==> config.mk <==
export PLATFORM = sky130hd
export DESIGN_NAME = mem_access_ctrl
export DESIGN_NICKNAME = d
export VERILOG_FILES = /design/src/rtl/mem_access_ctrl.sv
export SDC_FILE = /design/constraint.sdc
export NUM_CORES = 1
export LEC_CHECK = 0
export ABC_AREA = 1
export BUFFER_PORTS_ARGS = -buffer_cell sky130_fd_sc_hd__buf_2
export CORE_ASPECT_RATIO = 0.5
export CORE_MARGIN = 2
export CORE_UTILIZATION = 40
export DETAILED_ROUTE_END_ITERATION = 8
export PLACE_DENSITY = 0.76
export SLEW_MARGIN = 20
export SYNTH_ARGS = -nofsm -noshare
export SYNTH_HDL_FRONTEND = slang
export SYNTH_SLANG_ARGS = --single-unit
==> constraint.sdc <==
create_clock -name clk -period 2.7 [get_ports clk]
set_input_delay 0.54 -clock clk [delete_from_list [all_inputs] [get_ports clk]]
set_output_delay 0.54 -clock clk [all_outputs]
set_load 0.02 [all_outputs]
==> src/rtl/mem_access_ctrl.sv <==
// mem_access_ctrl: sequences MEM-stage loads/stores against a variable-latency data memory.
//   Inputs : clk, rst_n (async, active-low), MemReadM, MemWriteM, ALUResultM, WriteDataM,
//            ByteEnM, mem_ack, mem_rdata
//   Outputs: mem_req, mem_we, mem_addr, mem_wdata, mem_be (registered memory request),
//            StallM, BubbleW (pipeline hold / MEM-WB bubble), ReadDataM (captured load data),
//            timeout_err (sticky abort flag), stall_cnt (saturating stalled-cycle count)
module mem_access_ctrl #(
    parameter int DATA_WIDTH = 32,
    parameter int TIMEOUT    = 255
) (
    input  logic                  clk,
    input  logic                  rst_n,
    input  logic                  MemReadM,
    input  logic                  MemWriteM,
    input  logic [DATA_WIDTH-1:0] ALUResultM,
    input  logic [DATA_WIDTH-1:0] WriteDataM,
    input  logic [3:0]            ByteEnM,
    output logic                  mem_req,
    output logic                  mem_we,
    output logic [DATA_WIDTH-1:0] mem_addr,
    output logic [DATA_WIDTH-1:0] mem_wdata,
    output logic [3:0]            mem_be,
    input  logic                  mem_ack,
    input  logic [DATA_WIDTH-1:0] mem_rdata,
    output logic                  StallM,
    output logic                  BubbleW,
    output logic [DATA_WIDTH-1:0] ReadDataM,
    output logic                  timeout_err,
    output logic [31:0]           stall_cnt
);
    localparam int WW = $clog2(TIMEOUT + 1);
    localparam logic [WW-1:0] LAST_WAIT = WW'(TIMEOUT - 1);
    localparam logic [WW-1:0] ONE = WW'(1);

    typedef enum logic [1:0] {IDLE, BUSY, DONE} state_t;

    state_t                r_state, w_state_nxt;
    logic [DATA_WIDTH-1:0] r_rdata;
    logic [WW-1:0]         r_wait;
    logic                  w_access, w_stall, w_last;

    always_comb begin
        w_access    = MemReadM | MemWriteM;
        w_last      = r_wait == LAST_WAIT;
        w_stall     = (r_state == IDLE && w_access) || r_state == BUSY;
        w_state_nxt = r_state;
        case (r_state)
            IDLE:    w_state_nxt = w_access ? BUSY : IDLE;
            BUSY:    w_state_nxt = (mem_ack || w_last) ? DONE : BUSY;
            default: w_state_nxt = IDLE;
        endcase
    end

    assign StallM    = w_stall;
    assign BubbleW   = w_stall;
    assign ReadDataM = r_rdata;

    always_ff @(posedge clk or negedge rst_n) begin
        if (!rst_n) begin
            r_state     <= IDLE;
            mem_req     <= 1'b0;
            mem_we      <= 1'b0;
            mem_addr    <= '0;
            mem_wdata   <= '0;
            mem_be      <= '0;
            r_rdata     <= '0;
            r_wait      <= '0;
            timeout_err <= 1'b0;
            stall_cnt   <= '0;
        end else begin
            r_state <= w_state_nxt;
            if (w_stall && stall_cnt != '1)
                stall_cnt <= stall_cnt + 1;
            case (r_state)
                IDLE: if (w_access) begin
                    // MemWriteM alone decides direction, so read+write resolves to a write
                    mem_addr  <= ALUResultM;
                    mem_wdata <= WriteDataM;
                    mem_be    <= ByteEnM;
                    mem_we    <= MemWriteM;
                    mem_req   <= 1'b1;
                    r_wait    <= '0;
                end
                BUSY: if (mem_ack) begin
                    // an ack in the final wait cycle takes priority over the timeout
                    if (!mem_we)
                        r_rdata <= mem_rdata;
                    mem_req <= 1'b0;
                end else if (w_last) begin
                    mem_req     <= 1'b0;
                    r_rdata     <= '0;
                    timeout_err <= 1'b1;
                end else begin
                    r_wait <= r_wait + ONE;
                end
                default: ;
            endcase
        end
    end
endmodule

==> metrics, run 1 <==
status completed; Synth Cell Area 0.00662 mm2; n_diodes 0; detailed-route DRC error count 0; data arrival time of the critical path 1550 ps; input/output buffers 241; worst-case clock skew 15.7 ps; net switching fraction of the power 0.418; post-layout instance count excluding filler cells 1327; area grow syn2layout 30.2%; Root Buffer sky130_fd_sc_hd__clkbuf_16; accumulated negative setup slack 0 ps; total wire length 17300 um; DRT iter0 DRCs 405; reg2reg path depth 10; cell types occupying the most area after synthesis sky130_fd_sc_hd__dfrtp_1, sky130_fd_sc_hd__nand2_1, sky130_fd_sc_hd__nor2_1, sky130_fd_sc_hd__inv_1, sky130_fd_sc_hd__o21ai_0; worst vdd rail ir drop just over 0.0006 V; number of nets still failing antenna checks after routing 0; final clock period utilization by the worst path 0.773; Die X 186 um; maximum number of buffers from clock root to sink 2; share of cells above drive strength 1 0.270; total clock buffers created by CTS 17; critical path class register to output port; final RePlAce weighted congestion 0.893; final net count 1195; Gate Count Post-Synth approximately 850; cell internal power dissipation 5320 uW; areal power density over the cells ~1100 mW/mm2; post-layout min period 2090 ps; kind of end point of the critical path output port; number of antenna violations at the first check in global routing 0; synth unique cells 29; Core Footprint 0.0163 mm2; number of search-and-repair iterations in the first detailed-routing pass 7; Compound-Gate Fraction of Synth Area 0.0348; post-synthesis sequential area ratio 0.548; xor/xnor cell area share of the yosys netlist 0.0185; post-CTS setup buffer count 0; top-area cell type share of the netlist area 0.548; switching power of the nets 3820 uW; count of pins on the block boundary about 240; per-instance average area after synthesis 7.78 um2; slew at the pin closest to its max-slew limit 654 ps; grt total ovfl 0; cell count after placement between 1k and 1.5k; half-perimeter wire length after placement 12500 um; die area 0.0177 mm2; number of hold-repair buffers added at the cts stage 0; adder and majority cell fraction of the synthesized area 0.00567; CTS tree built; Combinational Power Share 0.381; largest family of logic cells by synthesized area simple AND/OR/NAND/NOR gates; RSZ-0062 raised after global routing no; Slew Limit Headroom 0.564; fraction of synthesized area in multiplexers 0; maximum fanout encountered on the critical timing path 6; largest net degree at the start of global routing 71; routed length per placed instance between 10 and 15 um; level count of the clock H-tree 4; post-synthesis net count around 960; worst endpoint required time about 2200 ps; leakage component of the power 0.00477 uW; Die Y-Extent 95.0 um; vias in the first global route 6044; CTS resizes 0; global-route wire length before repair 28200 um; MaxCap Viol Count 0; maximum operating frequency 479 MHz; vias after detailed routing between 6k and 7k; synthesized-area fraction occupied by and/or/nand/nor cells 0.346; clock latency reported for the late side of the worst-skew pair 410 ps; effective utilization at floorplan 0.407; CP Launch Type register; final setup violating endpoints 0; Fin. Hold Viols 0; share of total power in sequential cells 0.367; count of state elements after synthesis approximately 150; Yosys top cell by area sky130_fd_sc_hd__dfrtp_1; number of core rows 33; clk slew on worst S/H paths 70 ps; number of max-slew violations in the final report 0; worst hold path class input port to async pin; via count normalized by instance count 4.64; GRT Util Overall 0.200; clock network power share 0.252; number of warnings printed during yosys synthesis 0; TritonCTS sink count roughly 150; register-to-register path setup slack 800 ps
-- Yosys cell counts (all sizes together) --
master  count
xnor2       6
nand3      23
a31o        1
buf         9
xor2        8
inv        41
nand2     473
nand3b      5
dfrtp     145
nor2       63
ha          3
or2         1
a21oi       1
clkbuf     22
o21ai      42
o22ai       1
and3        1
nand4       6
-- through the flow --
step | hold WS (ps) | setup slack (ps) | util | cell area, um2 | power, uW
after global placement | 452 | 803 | 0.494 | 8040 | 6810
final | 156 | 613 | 0.530 | 8620 | 9140
after floorplan | 244 | 953 | - | 6620 | 5680
after CTS | 167 | 577 | 0.530 | 8620 | 9240
after detailed placement | 459 | 785 | 0.494 | 8040 | 6910
after global routing | 191 | 527 | 0.530 | 8620 | 9760
-- path summary, 6_finish.rpt --
| path | start | endpoint |
|---|---|---|
| max | r_state[0] | BubbleW |
| min | rst_n | stall_cnt[2] |
| max reg2reg | stall_cnt[0] | stall_cnt[9] |
| min reg2reg | mem_wdata[16] | mem_wdata[16] |
| max in group asynchronous | rst_n | ReadDataM[14] |
| min in group clk | ALUResultM[10] | mem_addr[10] |
-- flip-flops by register name (all words and copies together), names as in the netlist --
register     count
ReadDataM       32
mem_addr        32
mem_wdata       32
stall_cnt       32
r_wait           8
mem_be           4
r_state          2
mem_req          1
mem_we           1
timeout_err      1
-- power by group through the flow --
| stage | combinational [uW] | clock [uW] | sequential (uW) |
|---|---|---|---|
| after floorplan | 1440 | 0 | 4240 |
| after global placement | 3450 | 0 | 3350 |
| after detailed placement | 3540 | 0 | 3370 |
| after CTS | 3540 | 2350 | 3350 |
| after global routing | 3860 | 2450 | 3450 |
| final | 3480 | 2310 | 3350 |
-- per-layer routing --
layer | track usage | vias up | wire length, um
li1 | - | 3074 | -
met1 | 0.247 | 2888 | 7340
met2 | 0.352 | 165 | 8870
met3 | 0.0374 | 27 | 798
met4 | 0.0728 | 0 | 296
met5 | 0 | - | 0
-- cell usage in the layout, fill, tap and decap left out, types with 4 or more instances in the layout --
cell,netlist,final
sky130_fd_sc_hd__xor2_1,8,8
sky130_fd_sc_hd__o21ai_0,27,27
sky130_fd_sc_hd__clkbuf_16,0,17
sky130_fd_sc_hd__clkinvlp_4,0,4
sky130_fd_sc_hd__nand2_1,467,466
sky130_fd_sc_hd__inv_6,0,4
sky130_fd_sc_hd__buf_4,1,5
sky130_fd_sc_hd__inv_1,39,39
sky130_fd_sc_hd__dfrtp_1,145,145
sky130_fd_sc_hd__nor2_1,57,57
sky130_fd_sc_hd__nand3b_1,5,5
sky130_fd_sc_hd__o21ai_1,15,15
sky130_fd_sc_hd__nand3_1,23,23
sky130_fd_sc_hd__xnor2_1,6,6
sky130_fd_sc_hd__buf_2,3,240
sky130_fd_sc_hd__nand4_1,6,6
-- critical path, cell delays in order, from the launching register on --
cell	delay [ps]
sky130_fd_sc_hd__dfrtp_1	390
sky130_fd_sc_hd__nor2_1	130
sky130_fd_sc_hd__nand2_2	110
sky130_fd_sc_hd__nand2_1	280
sky130_fd_sc_hd__buf_2	230
-- cell type report --
type	count	area [um2]
fillers	1584	7650
flip-flops and latches	145	3630
multi-input cells	634	2680
repair buffers	248	1290
clock buffers	19	453
well taps	227	284
inverters	41	156
clock inverters	13	125
-- kinds of logic (layout without fill, tap and decap cells) --
kind of cell / count (synthesis) / in the layout
compound gates: 45 / 45
buf+inv: 72 / 321
fa+ha+maj: 3 / 3
simple gates: 572 / 572
xor+xnor: 14 / 14
flops: 145 / 145
Note: power is estimated with default switching activity, not from simulation.
==> run 2: changes to the inputs <==
--- a/config.mk
+++ b/config.mk
@@ -11,7 +11,7 @@
 export CORE_MARGIN = 2
 export CORE_UTILIZATION = 40
 export DETAILED_ROUTE_END_ITERATION = 8
-export PLACE_DENSITY = 0.76
+export PLACE_DENSITY = 0.78
 export SLEW_MARGIN = 20
 export SYNTH_ARGS = -nofsm -noshare
 export SYNTH_HDL_FRONTEND = slang
==> constraint.sdc (replaced) <==
create_clock -name clk -period 1.9 [get_ports clk]
set_input_delay 0.38 -clock clk [delete_from_list [all_inputs] [get_ports clk]]
set_output_delay 0.38 -clock clk [all_outputs]
set_load 0.02 [all_outputs]
==> metrics, run 2 (synthesis results as in run 1) <==
status completed; number of max-slew violations in the final report 0 (unchanged); worst vdd rail ir drop 0.000774 V (+25%); area grow syn2layout 32.8%; routed length per placed instance 13.3 um (+2.0%); leakage component of the power 0.00485 uW (+1.8%); vias in the first global route 5941 (-1.7%); Fin. Hold Viols 0 (unchanged); share of cells above drive strength 1 0.281 (+0.0106); RSZ-0062 raised after global routing no; level count of the clock H-tree 4 (unchanged); critical path class register to output port; Die X 186 um (unchanged); Root Buffer sky130_fd_sc_hd__clkbuf_16; critical-path cell list nor2_1 > nand2_2 > nand2_4 > buf_2; leading cell types in the layout, fill and taps excluded sky130_fd_sc_hd__nand2_1, sky130_fd_sc_hd__buf_2, sky130_fd_sc_hd__dfrtp_1; Top Metal Used met4; slew at the pin closest to its max-slew limit 545 ps (-109 ps); accumulated negative setup slack 0 ps (unchanged); worst-case clock skew 14.1 ps (-1.58 ps); CTS tree built; register-to-register path setup slack 170 ps (-630 ps); maximum fanout encountered on the critical timing path 5 (-1); hold slack final 150 ps (-5.93 ps); maximum number of buffers from clock root to sink 2 (unchanged); number of search-and-repair iterations in the first detailed-routing pass 5 (-2); half-perimeter wire length after placement 12800 um (+1.8%); maximum operating frequency about 550 MHz; global-route wire length before repair 28400 um (+0.61%); MaxCap Viol Count 0 (unchanged); largest net degree at the start of global routing 65 (-8.5%); effective utilization at floorplan 0.407 (unchanged); number of core rows 33 (unchanged); clock latency reported for the late side of the worst-skew pair 420 ps (about the same); final net count 1207 (+1.0%); Core Footprint 0.0163 mm2 (unchanged); cell depth of the worst hold path 3; total clock buffers created by CTS 17 (unchanged); most frequent standard cell in the layout excluding fill and tap cells sky130_fd_sc_hd__nand2_1; vias after detailed routing 6261 (+1.7%); worst hold path startpoint ALUResultM[17]; die area 0.0177 mm2 (unchanged); Crit Reg-Reg Endpoint stall_cnt[30]; worst hold path class input port to register; reg2reg path depth 10 (unchanged); DRT iter0 DRCs 339 (-16%); met2 routed WL 8910 um (+0.39%); GRT Util Overall 0.202 (+0.00270); number of nets still failing antenna checks after routing 0 (unchanged); kind of end point of the critical path output port; endpoint of the worst hold-timing path mem_addr[17]; clk slew on worst S/H paths 70 ps (about the same); via count normalized by instance count 4.68 (+0.83%); count of pins on the block boundary 242 (unchanged); met1 routed wirelength after detailed routing 7610 um (+3.7%); Slew Limit Headroom 0.633 (+0.0691); count of buffer and inverter cells on the critical path 1 (unchanged); CP Launch Type register; number of antenna violations at the first check in global routing 0 (unchanged); detailed-route DRC error count 0 (unchanged); final clock period utilization by the worst path 0.959; areal power density over the cells 1530 mW/mm2 (+44%); TritonCTS sink count 145 (unchanged); final RePlAce weighted congestion 0.910 (+2.0%); grt total ovfl 0 (unchanged); final setup violating endpoints 0 (unchanged); n_diodes 0 (unchanged); Die Y-Extent 95.0 um (unchanged); gate family responsible for the most delay along the worst path simple AND/OR/NAND/NOR gates; total wire length 17800 um (+3.0%); input/output buffers 241 (unchanged); worst endpoint required time 1520 ps (-640 ps); post-layout min period 1820 ps; data arrival time of the critical path 1440 ps (-110 ps); FF-to-FF Start stall_cnt[1]; length of routed met3 wiring 797 um (-0.13%); stage delay of the slowest cell on the critical path 400 ps (about the same); worst-path cell with the longest stage delay sky130_fd_sc_hd__dfrtp_1; Filler Cells Inserted 1511 (-4.6%)
run 2: worst max path at each step:
stage / startpoint / end / slack, ps / cells past startpoint
after floorplan: stall_cnt[0] / stall_cnt[29] / 160 / 11
after global placement: stall_cnt[1] / stall_cnt[11] / 180 / 10
after detailed placement: stall_cnt[1] / stall_cnt[20] / 100 / 10
after CTS: r_state[0] / BubbleW / 60 / 4
after global routing: stall_cnt[3] / stall_cnt[19] / 30 / 9
final: r_state[0] / BubbleW / 80 / 4
run 2: tightest hold or removal path: stages:
cell and delay, ps:
sky130_fd_sc_hd__buf_2 80, sky130_fd_sc_hd__nand2_1 40, sky130_fd_sc_hd__nand2_1 40
run 2: cell type report:
cell class / count / area (um2) / area share
repair buffers: 260 / 1400 / 0.159
inverters: 41 / 156 / 0.0178
flip-flops and latches: 145 / 3630 / 0.413
clock inverters: 14 / 179 / 0.0204
clock buffers: 18 / 439 / 0.0500
well taps: 227 / 284 / 0.0323
multi-input cells: 634 / 2710 / 0.308
run 2: report_power, final:
group / internal (uW) / switching [uW] / total (uW) / leakage, uW
clock network: 2120 / 1390 / 3510 / 0.000294
registers: 4150 / 633 / 4780 / 0.00186
logic: 1610 / 3520 / 5140 / 0.00270
run 2: per-layer routing:
metal	vias up	global-route usage
met5	-	0
met4	0	0.0997
met3	46	0.0347
met2	203	0.344
met1	2907	0.252
li1	3105	-
run 2: what timing repair did:
action	CTS	global route
endpoints found under the setup margin	2	34
pin swaps	0	1
buffers inserted	0	2
hold buffers	1	0
resized for setup	2	4
cloned	0	0
endpoints found under the hold margin	43	0
run 2: through the flow:
stage                     cell area [um2]  worst slack [ps]  cells  power [uW]  utilization
final                                8790              77.7   1339       13400        0.540
after global routing                 8790              28.4   1339       14300        0.540
after CTS                            8740              61.4   1337       13400        0.537
after detailed placement             8110               104   1304        9850        0.498
after global placement               8110               184   1304        9680        0.498
after floorplan                      6620               165    851        8070            -
==> run 3: changes to the inputs <==
--- a/config.mk
+++ b/config.mk
@@ -11,7 +11,7 @@
 export CORE_MARGIN = 2
 export CORE_UTILIZATION = 40
 export DETAILED_ROUTE_END_ITERATION = 8
-export PLACE_DENSITY = 0.78
+export PLACE_DENSITY = 0.76
 export SLEW_MARGIN = 20
 export SYNTH_ARGS = -nofsm -noshare
 export SYNTH_HDL_FRONTEND = slang
==> constraint.sdc (replaced) <==
create_clock -name clk -period 2.22 [get_ports clk]
set_input_delay 0.444 -clock clk [delete_from_list [all_inputs] [get_ports clk]]
set_output_delay 0.444 -clock clk [all_outputs]
set_load 0.02 [all_outputs]
==> metrics, run 3 (synthesis results as in run 1) <==
input/output buffers 241 (unchanged); final clock period utilization by the worst path 0.961; TritonCTS sink count 145 (unchanged); number of nets still failing antenna checks after routing 0 (unchanged); number of search-and-repair iterations in the first detailed-routing pass 5 (unchanged); data arrival time of the critical path 1690 ps (+250 ps); clock latency reported for the late side of the worst-skew pair 410 ps (about the same); half-perimeter wire length after placement 12300 um (-3.4%); maximum number of buffers from clock root to sink 2 (unchanged); worst vdd rail ir drop 0.000663 V (-14%); total clock buffers created by CTS 17 (unchanged); post-CTS setup buffer count 0 (unchanged); stage delay of the slowest cell on the critical path 410 ps (about the same); status completed; CP Launch Type register; level count of the clock H-tree 4 (unchanged); accumulated negative setup slack 0 ps (unchanged); worst hold path class input port to async pin; die area 0.0177 mm2 (unchanged); GRT Util Overall 0.200 (-0.00263); Layout Utilization 0.532 (-0.00769); effective utilization at floorplan 0.407 (unchanged); worst-path cell with the longest stage delay sky130_fd_sc_hd__dfrtp_1; CTS tree built; global-route wire length before repair 28200 um (-0.61%); detailed-route DRC error count 0 (unchanged); most frequent standard cell in the layout excluding fill and tap cells sky130_fd_sc_hd__nand2_1; MaxCap Viol Count 0 (unchanged); Crit Reg-Reg Endpoint stall_cnt[12]; Root Buffer sky130_fd_sc_hd__clkbuf_16; grt total ovfl 0 (unchanged); number of max-slew violations in the final report 0 (unchanged); count of buffer and inverter cells on the critical path 1 (unchanged); count of pins on the block boundary 242 (unchanged); reg2reg path depth 10 (unchanged); Die X 186 um (unchanged); vias after detailed routing 6149 (-1.8%); hold slack final 6.96 ps (-143 ps); CTS resizes 0 (-2); Slew Limit Headroom 0.609 (-0.0238); number of hold-repair buffers added at the cts stage 0 (-1); Filler Cells Inserted 1537 (+1.7%); critical-path cell list nor2_1 > nand2_2 > nand2_1 > buf_2; area grow syn2layout 30.9%; worst-case clock skew 14.0 ps (-0.0338 ps); FF-to-FF Start stall_cnt[0]; number of core rows 33 (unchanged); maximum operating frequency between 400 and 500 MHz; Die Y-Extent 95.0 um (unchanged); register-to-register path setup slack 320 ps (+150 ps); gate family responsible for the most delay along the worst path simple AND/OR/NAND/NOR gates; final net count 1194 (-1.1%); via count normalized by instance count 4.64 (-0.83%); final RePlAce weighted congestion 0.889 (-2.4%); areal power density over the cells 1310 mW/mm2 (-14%); largest net degree at the start of global routing 71 (+9.2%); post-layout min period 2130 ps; Core Footprint 0.0163 mm2 (unchanged); n_diodes 0 (unchanged); vias in the first global route 5959 (+0.30%); Fin. Hold Viols 0 (unchanged); leakage component of the power 0.00480 uW (-1.2%); RSZ-0062 raised after global routing no; share of cells above drive strength 1 0.269 (-0.0112); total wire length 17300 um (-3.0%); maximum fanout encountered on the critical timing path 6 (+1); final setup violating endpoints 0 (unchanged); DRT iter0 DRCs 256 (-24%); worst endpoint required time 1780 ps (+260 ps); slew at the pin closest to its max-slew limit 580 ps (+35.4 ps); clk slew on worst S/H paths 70 ps (about the same); routed length per placed instance 13.0 um (-2.1%); leading cell types in the layout, fill and taps excluded sky130_fd_sc_hd__nand2_1, sky130_fd_sc_hd__buf_2, sky130_fd_sc_hd__dfrtp_1; number of antenna violations at the first check in global routing 0 (unchanged); critical path class register to output port; kind of end point of the critical path output port
[run 3: cell count changes in the layout (fill, tap and decap cells not counted)]
cell	previous run	this run
sky130_fd_sc_hd__nand2_8	2	1
sky130_fd_sc_hd__clkinv_2	1	2
sky130_fd_sc_hd__nor2_1	55	57
sky130_fd_sc_hd__clkinvlp_4	3	1
sky130_fd_sc_hd__inv_6	4	5
sky130_fd_sc_hd__dlygate4sd3_1	1	0
sky130_fd_sc_hd__nor2_2	5	3
sky130_fd_sc_hd__ha_1	2	3
sky130_fd_sc_hd__buf_4	15	3
sky130_fd_sc_hd__nand2_1	465	466
sky130_fd_sc_hd__ha_2	1	0
[run 3: report_power, final]
| group | switching, uW | total [uW] | internal (uW) |
|---|---|---|---|
| Clock | 1190 | 3010 | 1820 |
| Sequential | 530 | 4080 | 3550 |
| Combinational | 2950 | 4240 | 1300 |
| Total | 4670 | 11300 | 6670 |
[run 3: metrics by stage]
step | setup slack (ps) | power (uW) | cell area (um2) | cells
6_report | 87.5 | 11300 | 8660 | 1326
5_1_grt | 12.0 | 12100 | 8660 | 1326
4_1_cts | 90.7 | 11500 | 8660 | 1326
3_5_place_dp | 338 | 8400 | 8050 | 1294
3_3_place_gp | 438 | 8260 | 8050 | 1294
2_1_floorplan | 485 | 6910 | 6620 | 851
[run 3: how the worst max path moves through the flow]
| stage | start | to | slack (ps) | depth (start not counted) |
|---|---|---|---|---|
| floorplan | stall_cnt[0] | stall_cnt[29] | 480 | 11 |
| global placement | stall_cnt[0] | stall_cnt[16] | 440 | 10 |
| detailed placement | stall_cnt[0] | stall_cnt[16] | 340 | 10 |
| CTS | r_state[0] | StallM | 90 | 4 |
| global route | r_state[0] | BubbleW | 10 | 4 |
| finish | r_state[0] | StallM | 90 | 4 |
[run 3: metal layers]
metal	track usage	vias to the layer above	part of all wire
met5	0	-	0
met4	0.0846	0	0.020
met3	0.0343	36	0.041
met2	0.331	162	0.49
met1	0.262	2869	0.45
li1	-	3082	-
[run 3: layout make-up]
cell class / instances / area (um2) / share of cell area
inverter: 41 / 156 / 0.0181
multi-input combinational: 634 / 2680 / 0.310
tap: 227 / 284 / 0.0328
timing repair buffer: 247 / 1290 / 0.150
clock buffer: 18 / 439 / 0.0507
sequential: 145 / 3630 / 0.419
clock inverter: 14 / 178 / 0.0205
[run 3: worst register-to-register path: cells and delay by family, from the launching register on]
family	cells	cell delay, ps
and+or+nand+nor	7	870
DFF	1	430
adders and majority gates	1	250
buffers and inverters	2	250
